**src/rtl/instr_decode_stage.sv**
```systemverilog
// instr_decode_stage
// Registered instruction decode stage between fetch and register-read.
// The instruction word is decoded combinationally. The decoded bundle is
// held in an output register (OR), which is backed by a one-entry skid
// register (SK), with valid/ready handshakes on both sides. On entry to OR
// a load-use hazard flag is computed against the instruction emitted just
// before. The stage also counts output handshakes.
//
// Ports:
//   clk, reset          rising-edge clock, synchronous active-high reset
//   in_valid/in_ready   upstream handshake; in_instr, in_pc are the payload
//   flush               drops held and incoming instructions
//   out_valid/out_ready downstream handshake
//   out_*               decoded fields of the instruction held in OR
//   out_hazard          load-use hazard flag of the instruction held in OR
//   dec_count           number of output handshakes (wraps at 2^32)
module instr_decode_stage #(
  parameter int         DATA_W    = 32,
  parameter int         PC_W      = 27,
  parameter logic [3:0] ARITHC_OP = 4'b0001,
  parameter logic [3:0] LOAD_OP   = 4'b1110
) (
  input  logic              clk,
  input  logic              reset,
  input  logic              in_valid,
  output logic              in_ready,
  input  logic [31:0]       in_instr,
  input  logic [PC_W-1:0]   in_pc,
  input  logic              flush,
  output logic              out_valid,
  input  logic              out_ready,
  output logic [PC_W-1:0]   out_pc,
  output logic [3:0]        out_instrOP,
  output logic [3:0]        out_aluOP,
  output logic [2:0]        out_branchOP,
  output logic [DATA_W-1:0] out_constAlu,
  output logic [DATA_W-1:0] out_const16,
  output logic [15:0]       out_const16u,
  output logic [DATA_W-1:0] out_const27,
  output logic [3:0]        out_areg,
  output logic [3:0]        out_breg,
  output logic [3:0]        out_dreg,
  output logic              out_he,
  output logic              out_oe,
  output logic              out_sig,
  output logic              out_hazard,
  output logic [31:0]       dec_count
);

  typedef struct packed {
    logic [PC_W-1:0]   pc;
    logic [3:0]        instr_op;
    logic [3:0]        alu_op;
    logic [2:0]        branch_op;
    logic [DATA_W-1:0] const_alu;
    logic [DATA_W-1:0] const16;
    logic [15:0]       const16u;
    logic [DATA_W-1:0] const27;
    logic [3:0]        areg;
    logic [3:0]        breg;
    logic [3:0]        dreg;
    logic              he;
    logic              oe;
  } bundle_t;

  // Load-use check of bundle b against the instruction emitted before it.
  function automatic logic hazard_f(input bundle_t b, input logic prev_load,
                                    input logic [3:0] prev_dreg);
    return prev_load && (prev_dreg != 4'd0) &&
           ((b.areg == prev_dreg) ||
            ((b.breg == prev_dreg) && (b.instr_op != ARITHC_OP)));
  endfunction

  bundle_t     dec;
  bundle_t     or_q, or_d;
  bundle_t     sk_q, sk_d;
  logic        or_valid_q, or_valid_d;
  logic        sk_valid_q, sk_valid_d;
  logic        or_hazard_q, or_hazard_d;
  logic        last_load_q, last_load_d;
  logic [3:0]  last_dreg_q, last_dreg_d;
  logic [31:0] dec_count_q, dec_count_d;

  logic        in_fire;
  logic        out_fire;
  logic        prev_load;
  logic [3:0]  prev_dreg;

  // Combinational decode of the incoming word.
  always_comb begin
    dec           = '0;
    dec.pc        = in_pc;
    dec.instr_op  = in_instr[31:28];
    dec.alu_op    = in_instr[27:24];
    dec.branch_op = in_instr[3:1];
    dec.const_alu = {{(DATA_W-16){in_instr[23]}}, in_instr[23:8]};
    dec.const16   = {{(DATA_W-16){in_instr[27]}}, in_instr[27:12]};
    dec.const16u  = in_instr[27:12];
    dec.const27   = {{(DATA_W-27){1'b0}}, in_instr[27:1]};
    dec.dreg      = in_instr[3:0];
    dec.he        = in_instr[8];
    dec.oe        = in_instr[0];
    if (in_instr[31:28] == ARITHC_OP) begin
      dec.areg = in_instr[7:4];
      dec.breg = 4'd0;
    end else begin
      dec.areg = in_instr[11:8];
      dec.breg = in_instr[7:4];
    end
  end

  assign in_ready = !sk_valid_q && !reset;
  assign in_fire  = in_valid && in_ready;
  assign out_fire = or_valid_q && out_ready;

  // Whatever enters OR this cycle follows the instruction leaving OR now,
  // if any; otherwise it follows the last one that already left.
  assign prev_load = out_fire ? (or_q.instr_op == LOAD_OP) : last_load_q;
  assign prev_dreg = out_fire ? or_q.dreg : last_dreg_q;

  always_comb begin
    or_d        = or_q;
    sk_d        = sk_q;
    or_valid_d  = or_valid_q;
    sk_valid_d  = sk_valid_q;
    or_hazard_d = or_hazard_q;
    last_load_d = last_load_q;
    last_dreg_d = last_dreg_q;
    dec_count_d = dec_count_q + {31'd0, out_fire};

    if (flush) begin
      or_valid_d  = 1'b0;
      sk_valid_d  = 1'b0;
      last_load_d = 1'b0;
      last_dreg_d = 4'd0;
    end else begin
      if (out_fire) begin
        last_load_d = (or_q.instr_op == LOAD_OP);
        last_dreg_d = or_q.dreg;
      end
      // in_ready is low while SK is valid, so SK refill and input accept
      // never happen in the same cycle.
      if (out_fire && sk_valid_q) begin
        or_d        = sk_q;
        or_hazard_d = hazard_f(sk_q, prev_load, prev_dreg);
        or_valid_d  = 1'b1;
        sk_valid_d  = 1'b0;
      end else if (in_fire && (!or_valid_q || out_fire)) begin
        or_d        = dec;
        or_hazard_d = hazard_f(dec, prev_load, prev_dreg);
        or_valid_d  = 1'b1;
      end else if (in_fire) begin
        sk_d       = dec;
        sk_valid_d = 1'b1;
      end else if (out_fire) begin
        or_valid_d = 1'b0;
      end
    end
  end

  always_ff @(posedge clk) begin
    if (reset) begin
      or_q        <= '0;
      sk_q        <= '0;
      or_valid_q  <= 1'b0;
      sk_valid_q  <= 1'b0;
      or_hazard_q <= 1'b0;
      last_load_q <= 1'b0;
      last_dreg_q <= 4'd0;
      dec_count_q <= 32'd0;
    end else begin
      or_q        <= or_d;
      sk_q        <= sk_d;
      or_valid_q  <= or_valid_d;
      sk_valid_q  <= sk_valid_d;
      or_hazard_q <= or_hazard_d;
      last_load_q <= last_load_d;
      last_dreg_q <= last_dreg_d;
      dec_count_q <= dec_count_d;
    end
  end

  assign out_valid    = or_valid_q;
  assign out_pc       = or_q.pc;
  assign out_instrOP  = or_q.instr_op;
  assign out_aluOP    = or_q.alu_op;
  assign out_branchOP = or_q.branch_op;
  assign out_constAlu = or_q.const_alu;
  assign out_const16  = or_q.const16;
  assign out_const16u = or_q.const16u;
  assign out_const27  = or_q.const27;
  assign out_areg     = or_q.areg;
  assign out_breg     = or_q.breg;
  assign out_dreg     = or_q.dreg;
  assign out_he       = or_q.he;
  assign out_oe       = or_q.oe;
  assign out_sig      = or_q.oe;
  assign out_hazard   = or_hazard_q;
  assign dec_count    = dec_count_q;

endmodule
```
**config.mk**
```make
export PLATFORM = sky130hd
export DESIGN_NAME = instr_decode_stage
export DESIGN_NICKNAME = d
export VERILOG_FILES = /design/src/rtl/instr_decode_stage.sv
export SDC_FILE = /design/constraint.sdc
export NUM_CORES = 1
export LEC_CHECK = 0
export ABC_CLOCK_PERIOD_IN_PS = 3100
export CAP_MARGIN = 25
export CORE_AREA = 2 2 136 138
export DETAILED_ROUTE_END_ITERATION = 12
export DIE_AREA = 0 0 138 140
export GPL_ROUTABILITY_DRIVEN = 0
export PLACE_DENSITY = 0.85
export SLEW_MARGIN = 5
export SYNTH_ARGS = -nofsm -noshare
export SYNTH_HDL_FRONTEND = slang
export SYNTH_SLANG_ARGS = --single-unit
```
**constraint.sdc**
```tcl
create_clock -name clk -period 3.1 [get_ports clk]
set_clock_uncertainty 0.1 [all_clocks]
set_input_delay 0.465 -clock clk [delete_from_list [all_inputs] [get_ports clk]]
set_output_delay 0.465 -clock clk [all_outputs]
set_load 0.02 [all_outputs]
```
==> impl_results.md, run 1 <==
- Outcome: completed
- Post-CTS Setup Inserts: 0
- Synth area leaders: dfxtp_1, nand2_1, buf_4, a311oi_1, nor2_1
- Met2 wire len: 11.1 mm
- CTS root buffer: clkbuf_16
- Crit path arrival time: 2.77 ns
- DIE AREA: 0.0193 mm^2
- H-tree levels: 4
- Multi-input gate area: 0.00366 mm^2
- Largest net degree at the start of global routing: 86
- Worst VDD drop: 0.361 mV
- Crit. End Element: register
- Setup Crit Path Kind: input pin to register
- Clk pin slew, worst setup/hold paths: 0.07 ns
- Port buffer count: 258
- First-pass GRT wire length: 35.2 mm
- Tmin final: 2.59 ns
- DR pass1 iterations: 5
- Hold EP: dec_count[2]$_SDFF_PP0_
- Layout area overhead: 32.3%
- Seq cells post-synth: 174
- Ys async rst share: 0
- CTS Buffer Depth: 2
- Worst reg2reg setup slack: 0.68 ns
- Initial DRC count: about 460
- Pwr Density: 472 mW/mm^2
- Die Wd: 138 um
- Min-delay src: reset
- WL met3: 1.74 mm
- Crit-path max FO: 10
- DRT Wirelength: 22.1 mm
- FP Rows: 49
- Top-area cell type share of the netlist area: 0.425
- Max Slew Vio Count: 0
- Met1 WL: between 8 and 9 mm
- CTS tree: yes
- Critical path required time: 3.28 ns
- Crit path cell chain: clkdlybuf4s50_1 > nand2_1 > inv_1 > ha_1 > ha_1 > inv_1 > or4_4 > buf_4 > nor4_4 > xnor2_1 > nor2_1
- HP Class: input pin to register
- Critical path's slowest cell: or4_4
- Synth Cell Area: 0.00819 mm^2
- Routed len/inst: 15.8 um
- Final Hold Vio Count: 0
- Post-Layout Cell Count: 1402
- Buf/Inv on CP: 4
- GRT Total Usage: 0.222
- Vias per cell: ~5.3
- Initial antenna violation count: 0
- Core Area: 0.0178 mm^2
- Cells after Synth: approximately 1000
- Crit path depth: 11
- Top routing layer in use: met4
- Inst Count DP: 1370
- Yosys cell types: 52
- Detail Route Antenna Nets: 0
- Layout filler cell count: 1561
- Top delay family on crit path: simple AND/OR/NAND/NOR gates
- Overflow after GRT: 0
- RSZ-0062 raised after global routing: no
- Yosys top cell by area: dfxtp_1
- Worst rel slew slack: 0.403
- TritonCTS Buffers: 17
- Yosys warns: 0
- Synth Flop Type: dfxtp_1
- Total of max-cap violations: 0
- Max Clock Freq: 386 MHz
- Power Total: 5.12 mW
- Setup Slack @ Placement: 0.0690 ns
- Tcrit/Tclk final: 0.836
- Post-synth EDFFs: 0
- Worst Tran Pin Value: 0.895 ns
- Setup TNS: 0 ns
- Die Y-Extent: roughly 140 um
- Vias in the first global route: 6823
- Reg2Reg Depth: 10
- DRC viols: 0
- WHS Path Cells: 2
- FF-to-FF Start: out_valid$_SDFFE_PP0P_
- Share of cells above drive strength 1: 0.0639
- CTS Hold Bufs: 0
- CP startpoint kind: input pin
- P_leak: 3.75 nW
- Final setup margin: about 0.51 ns
- Initial core utilization: 0.461
- Clock latency at the later pin of the worst-skew pair: approximately 0.42 ns
- Seq/Total Area, Yosys: 0.425
- DR vias: 7368
- I/O pin total: between 200 and 300
- Final setup viols: 0
- Reg area: 0.00348 mm^2
- N_diodes: 0
- Reg2Reg Capture Point: dec_count[26]$_SDFF_PP0_
- Worst path max stage delay: approximately 0.55 ns
- Nets: 1226
- Post-Syn Area per Cell: ~8.0 um^2
- Detailed Place HPWL: 15.1 mm
- CTS Sinks: approximately 170
- PostCTS Resize Cnt: 0
Yosys cell counts (all sizes together) (9+ instances only):
cell    count
buf       124
xor2        9
nor4       10
a311oi     64
mux2i      10
a21oi      74
dfxtp     174
nor2      118
nand3      20
nand2     258
inv        10
xnor2      29
clkbuf     46
kinds of logic (layout without fill, tap and decap cells):
group	count (synthesis)	after routing	synth area share
other	1	5	0.000458
DFF	174	174	0.425
and+or+nand+nor	461	461	0.252
muxes	11	11	0.0136
buffers and inverters	180	322	0.132
adders and majority gates	2	2	0.00305
xor gates and xnor gates	38	38	0.0406
AOI/OAI and AO/OA	160	160	0.133
worst max-delay path by stage:
stage,start,endpoint
finish,out_ready,dec_count[26]$_SDFF_PP0_
global route,out_ready,dec_count[28]$_SDFF_PP0_
CTS,out_ready,dec_count[26]$_SDFF_PP0_
floorplan,out_valid$_SDFFE_PP0P_,dec_count[28]$_SDFF_PP0_
global placement,out_ready,dec_count[26]$_SDFF_PP0_
detailed placement,out_ready,dec_count[26]$_SDFF_PP0_
area by class of cell:
| class | count | area share |
|---|---|---|
| Tap cell | 229 | 0.0264 |
| Clock buffer | 19 | 0.0409 |
| Timing Repair Buffer | 280 | 0.258 |
| Sequential cell | 174 | 0.321 |
| Multi-Input combinational cell | 677 | 0.338 |
| Clock inverter | 13 | 0.0121 |
| Inverter | 10 | 0.00346 |
power breakdown:
group,internal (mW),switching [mW],total (mW)
clock,1.15,0.926,2.07
combinational,0.335,0.362,0.697
sequential,2.29,0.0580,2.35
sequential cells by signal, indices dropped and copies added, names as in the netlist:
signal and cells:
sk_q 67, dec_count 32, out_pc 27, out_constAlu 16
out_const27 5, last_dreg_q 4, out_areg 4, out_breg 4
out_instrOP 4, out_aluOP 3, out_branchOP 2, last_load_q 1
out_const16 1, out_dreg 1, out_hazard 1, out_valid 1
sk_valid_q 1
metrics by stage:
step / hold WS (ns) / util / instance area (um^2)
after floorplan: 0.337 / - / 8210
after global placement: 0.342 / 0.577 / 10300
after detailed placement: 0.347 / 0.577 / 10300
after CTS: 0.280 / 0.609 / 10800
after global routing: 0.292 / 0.609 / 10800
final: 0.290 / 0.609 / 10800
per-layer routing:
layer | up-vias | GRT usage
met3 | 37 | 0.0674
met5 | - | 0
li1 | 3609 | -
met4 | 0 | 0.0811
met1 | 3429 | 0.258
met2 | 293 | 0.389
layout by cell type (no fill, tap or decap), types with 5 or more instances in the layout:
cell type        Yosys  final
conb_1               1      5
a311oi_1            64     64
a21oi_1             74     74
xor2_1               9      9
and3_1               6      6
or3_1                7      7
clkbuf_16            0     17
nand2_1            258    258
nor3_2               5      5
nand2b_1             6      6
clkdlybuf4s50_1      0    257
o21ai_0              8      8
dfxtp_1            174    174
inv_1               10     10
xnor2_1             29     29
nand3_1             20     19
nor2_1             117    117
buf_4               98     19
mux2i_1             10     10
clkinv_4             0      7
No activity file was read; power rests on OpenSTA's default activity.
==> run 2, diff against run 1 <==
--- a/config.mk
+++ b/config.mk
@@ -5,13 +5,13 @@
 export SDC_FILE = /design/constraint.sdc
 export NUM_CORES = 1
 export LEC_CHECK = 0
-export ABC_CLOCK_PERIOD_IN_PS = 3100
+export ABC_CLOCK_PERIOD_IN_PS = 2200
 export CAP_MARGIN = 25
-export CORE_AREA = 2 2 136 138
+export CORE_AREA = 2 2 143 145
 export DETAILED_ROUTE_END_ITERATION = 12
-export DIE_AREA = 0 0 138 140
+export DIE_AREA = 0 0 145 147
 export GPL_ROUTABILITY_DRIVEN = 0
-export PLACE_DENSITY = 0.85
+export PLACE_DENSITY = 0.81
 export SLEW_MARGIN = 5
 export SYNTH_ARGS = -nofsm -noshare
 export SYNTH_HDL_FRONTEND = slang
==> constraint.sdc (replaced) <==
create_clock -name clk -period 2.2 [get_ports clk]
set_clock_uncertainty 0.1 [all_clocks]
set_input_delay 0.33 -clock clk [delete_from_list [all_inputs] [get_ports clk]]
set_output_delay 0.33 -clock clk [all_outputs]
set_load 0.02 [all_outputs]
==> run 2 against run 1 <==
Net effect: combinational power up 51%; clock power up 54%; critical path type is now register to output pin; wire length up 2.9%.
==> impl_results.md, run 2 (synthesis gave the netlist of run 1 again) <==
- Outcome: completed
- First-pass GRT wire length: around 36 mm
- Worst Tran Pin Value: 0.910 ns
- CTS Sinks: 174
- DR vias: ~7600
- CTS Buffer Depth: 2
- TritonCTS Buffers: 17
- Initial DRC count: approximately 330
- Pwr Density: 651 mW/mm^2
- Layout area overhead: 41.3%
- Tcrit/Tclk final: 0.952
- Largest register FFs: between 60 and 70
- DIE AREA: 0.0213 mm^2
- Setup Crit Path Kind: register to output pin
- H-tree levels: 4
- Crit path arrival time: approximately 1.7 ns
- Crit path cell chain: clkdlybuf4s50_1
- P_leak: about 4.1 nW
- Top delay family on crit path: buffers and inverters
- Share of cells above drive strength 1: 0.114
- Vias in the first global route: 6944
- Die Wd: between 100 and 150 um
- Most frequent cells in the layout: nand2_1, clkdlybuf4s50_1, dfxtp_1
- Final setup viols: 0
- Tmin final: about 2.1 ns
- Buf/Inv on CP: 1
- Critical path's slowest cell: clkdlybuf4s50_1
- Post-Layout Cell Count: 1500
- Crit-path max FO: 8
- Initial antenna violation count: 2
- Critical path required time: 1.77 ns
- Core Area: between 0.015 and 0.02 mm^2
- Worst path max stage delay: roughly 0.70 ns
- CTS tree: yes
- Largest net degree at the start of global routing: 86
- Port buffer count: around 260
- GRT Total Usage: 0.207
- HP Class: input pin to register
- DP Area: 0.0109 mm^2
- Die Y-Extent: 147 um
- Layout filler cell count: 1719
- CP startpoint kind: register
- Nets: 1282
- Vias per cell: 5.04
- Worst rel slew slack: 0.393
- Initial core utilization: 0.413
- DR pass1 iterations: 5
- Crit. End Element: output pin
- Commonest non-fill, non-tap cell in the layout: nand2_1
- Top reg by flops: sk_q
- Detailed Place HPWL: 16.1 mm
- Routed len/inst: 15.2 um
- RSZ-0062 raised after global routing: no
- Worst VDD drop: 0.518 mV
- DRC viols: 0
- Post-CTS Setup Inserts: 0
- Max Clock Freq: 477 MHz
- Max Slew Vio Count: 0
- Clk pin slew, worst setup/hold paths: 0.07 ns
- Overflow after GRT: 0
- Final Util: 0.583
- Detail Route Antenna Nets: 0
- I/O pin total: ~260
- Power Total: approximately 7.5 mW
- DRT Wirelength: roughly 23 mm
- CTS Hold Bufs: 0
- FP Rows: 52
- CTS root buffer: clkbuf_16
- Clock latency at the later pin of the worst-skew pair: 0.42 ns
- Final Hold Vio Count: 0
- Inst Count DP: 1467
- Total of max-cap violations: 0
- Layout Cell Area excl Fill: between 0.01 and 0.015 mm^2
run 2: cell types whose count changed in the layout (fill, tap and decap cells not counted), moves of 2 or more:
cell / change
buf_4: +43
buf_12: +13
clkinv_4: -6
dfxtp_1: -3
bufinv_16: +2
dfxtp_2: +2
ha_1: -2
ha_4: +2
inv_1: -2
inv_6: +2
run 2: worst reg2reg max path, cell delays in order, from the launching register on:
cell and delay [ns]:
dfxtp_4 0.35, nand2_4 0.05, inv_4 0.06, ha_4 0.14, ha_4 0.13, inv_2 0.03, or4_4 0.51, nor3_4 0.17
nand2_1 0.08, mux2_1 0.30
run 2: path summary, 6_finish.rpt:
| kind | slack [ns] | from | end | cells after the start |
|---|---|---|---|---|
| worst max-delay path | 0.11 | out_branchOP[0]$_SDFFE_PP0P_ | out_dreg[1] | 1 |
| worst min-delay path | 0.29 | reset | out_valid$_SDFFE_PP0P_ | 4 |
| worst max register to register | 0.16 | out_valid$_SDFFE_PP0P_ | dec_count[28]$_SDFF_PP0_ | 9 |
| worst min register to register | 0.35 | sk_q[149]$_SDFFE_PP0P_ | sk_q[149]$_SDFFE_PP0P_ | 2 |
run 2: layout make-up:
| cell class | count | area, um^2 | share of cell area |
|---|---|---|---|
| clock inverters | 13 | 173 | 0.0149 |
| multi-input cells | 677 | 3700 | 0.319 |
| inverters | 10 | 40.0 | 0.00346 |
| diodes | 1 | 2.50 | 0.000216 |
| flip-flops and latches | 174 | 3490 | 0.302 |
| clock buffers | 19 | 453 | 0.0391 |
| repair buffers | 336 | 3380 | 0.292 |
| well taps | 270 | 338 | 0.0292 |
run 2: power breakdown:
group	total [mW]	internal [mW]	leakage, nW	switching (mW)
registers	3.29	3.23	1.41	0.0669
clock network	3.19	1.88	0.311	1.31
logic	1.05	0.520	2.42	0.534
total	7.53	5.62	4.14	1.91
run 2: per-layer routing:
layer	up-vias	wire, um	track usage
li1	3718	-	-
met1	3552	9670	0.254
met2	254	11100	0.351
met3	38	1480	0.0531
met4	2	502	0.0757
met5	-	16	0
run 2: metrics by stage:
step	setup TNS [ns]	hold WS [ns]	worst slack, ns
after global placement	-26.15	0.342	-0.371
final	0	0.291	0.106
after detailed placement	-28.22	0.347	-0.395
after global routing	0	0.301	0.0275
after CTS	0	0.280	0.0511
after floorplan	-0.215	0.337	-0.0639
run 2: what timing repair did:
item                                    CTS  global route
cloned                                    0             0
endpoints found under the setup margin   23             8
resized for setup                         2             1
pin swaps                                 0             0
hold endpoints to repair                  0             0
==> run 3, diff against run 2 <==
--- a/config.mk
+++ b/config.mk
@@ -8,6 +8,7 @@
 export ABC_CLOCK_PERIOD_IN_PS = 2200
 export CAP_MARGIN = 25
 export CORE_AREA = 2 2 143 145
+export CTS_CLUSTER_SIZE = 14
 export DETAILED_ROUTE_END_ITERATION = 12
 export DIE_AREA = 0 0 145 147
 export GPL_ROUTABILITY_DRIVEN = 0
==> results of run 3 <==
The final DEF is identical to that of run 2; final timing and power are the same.
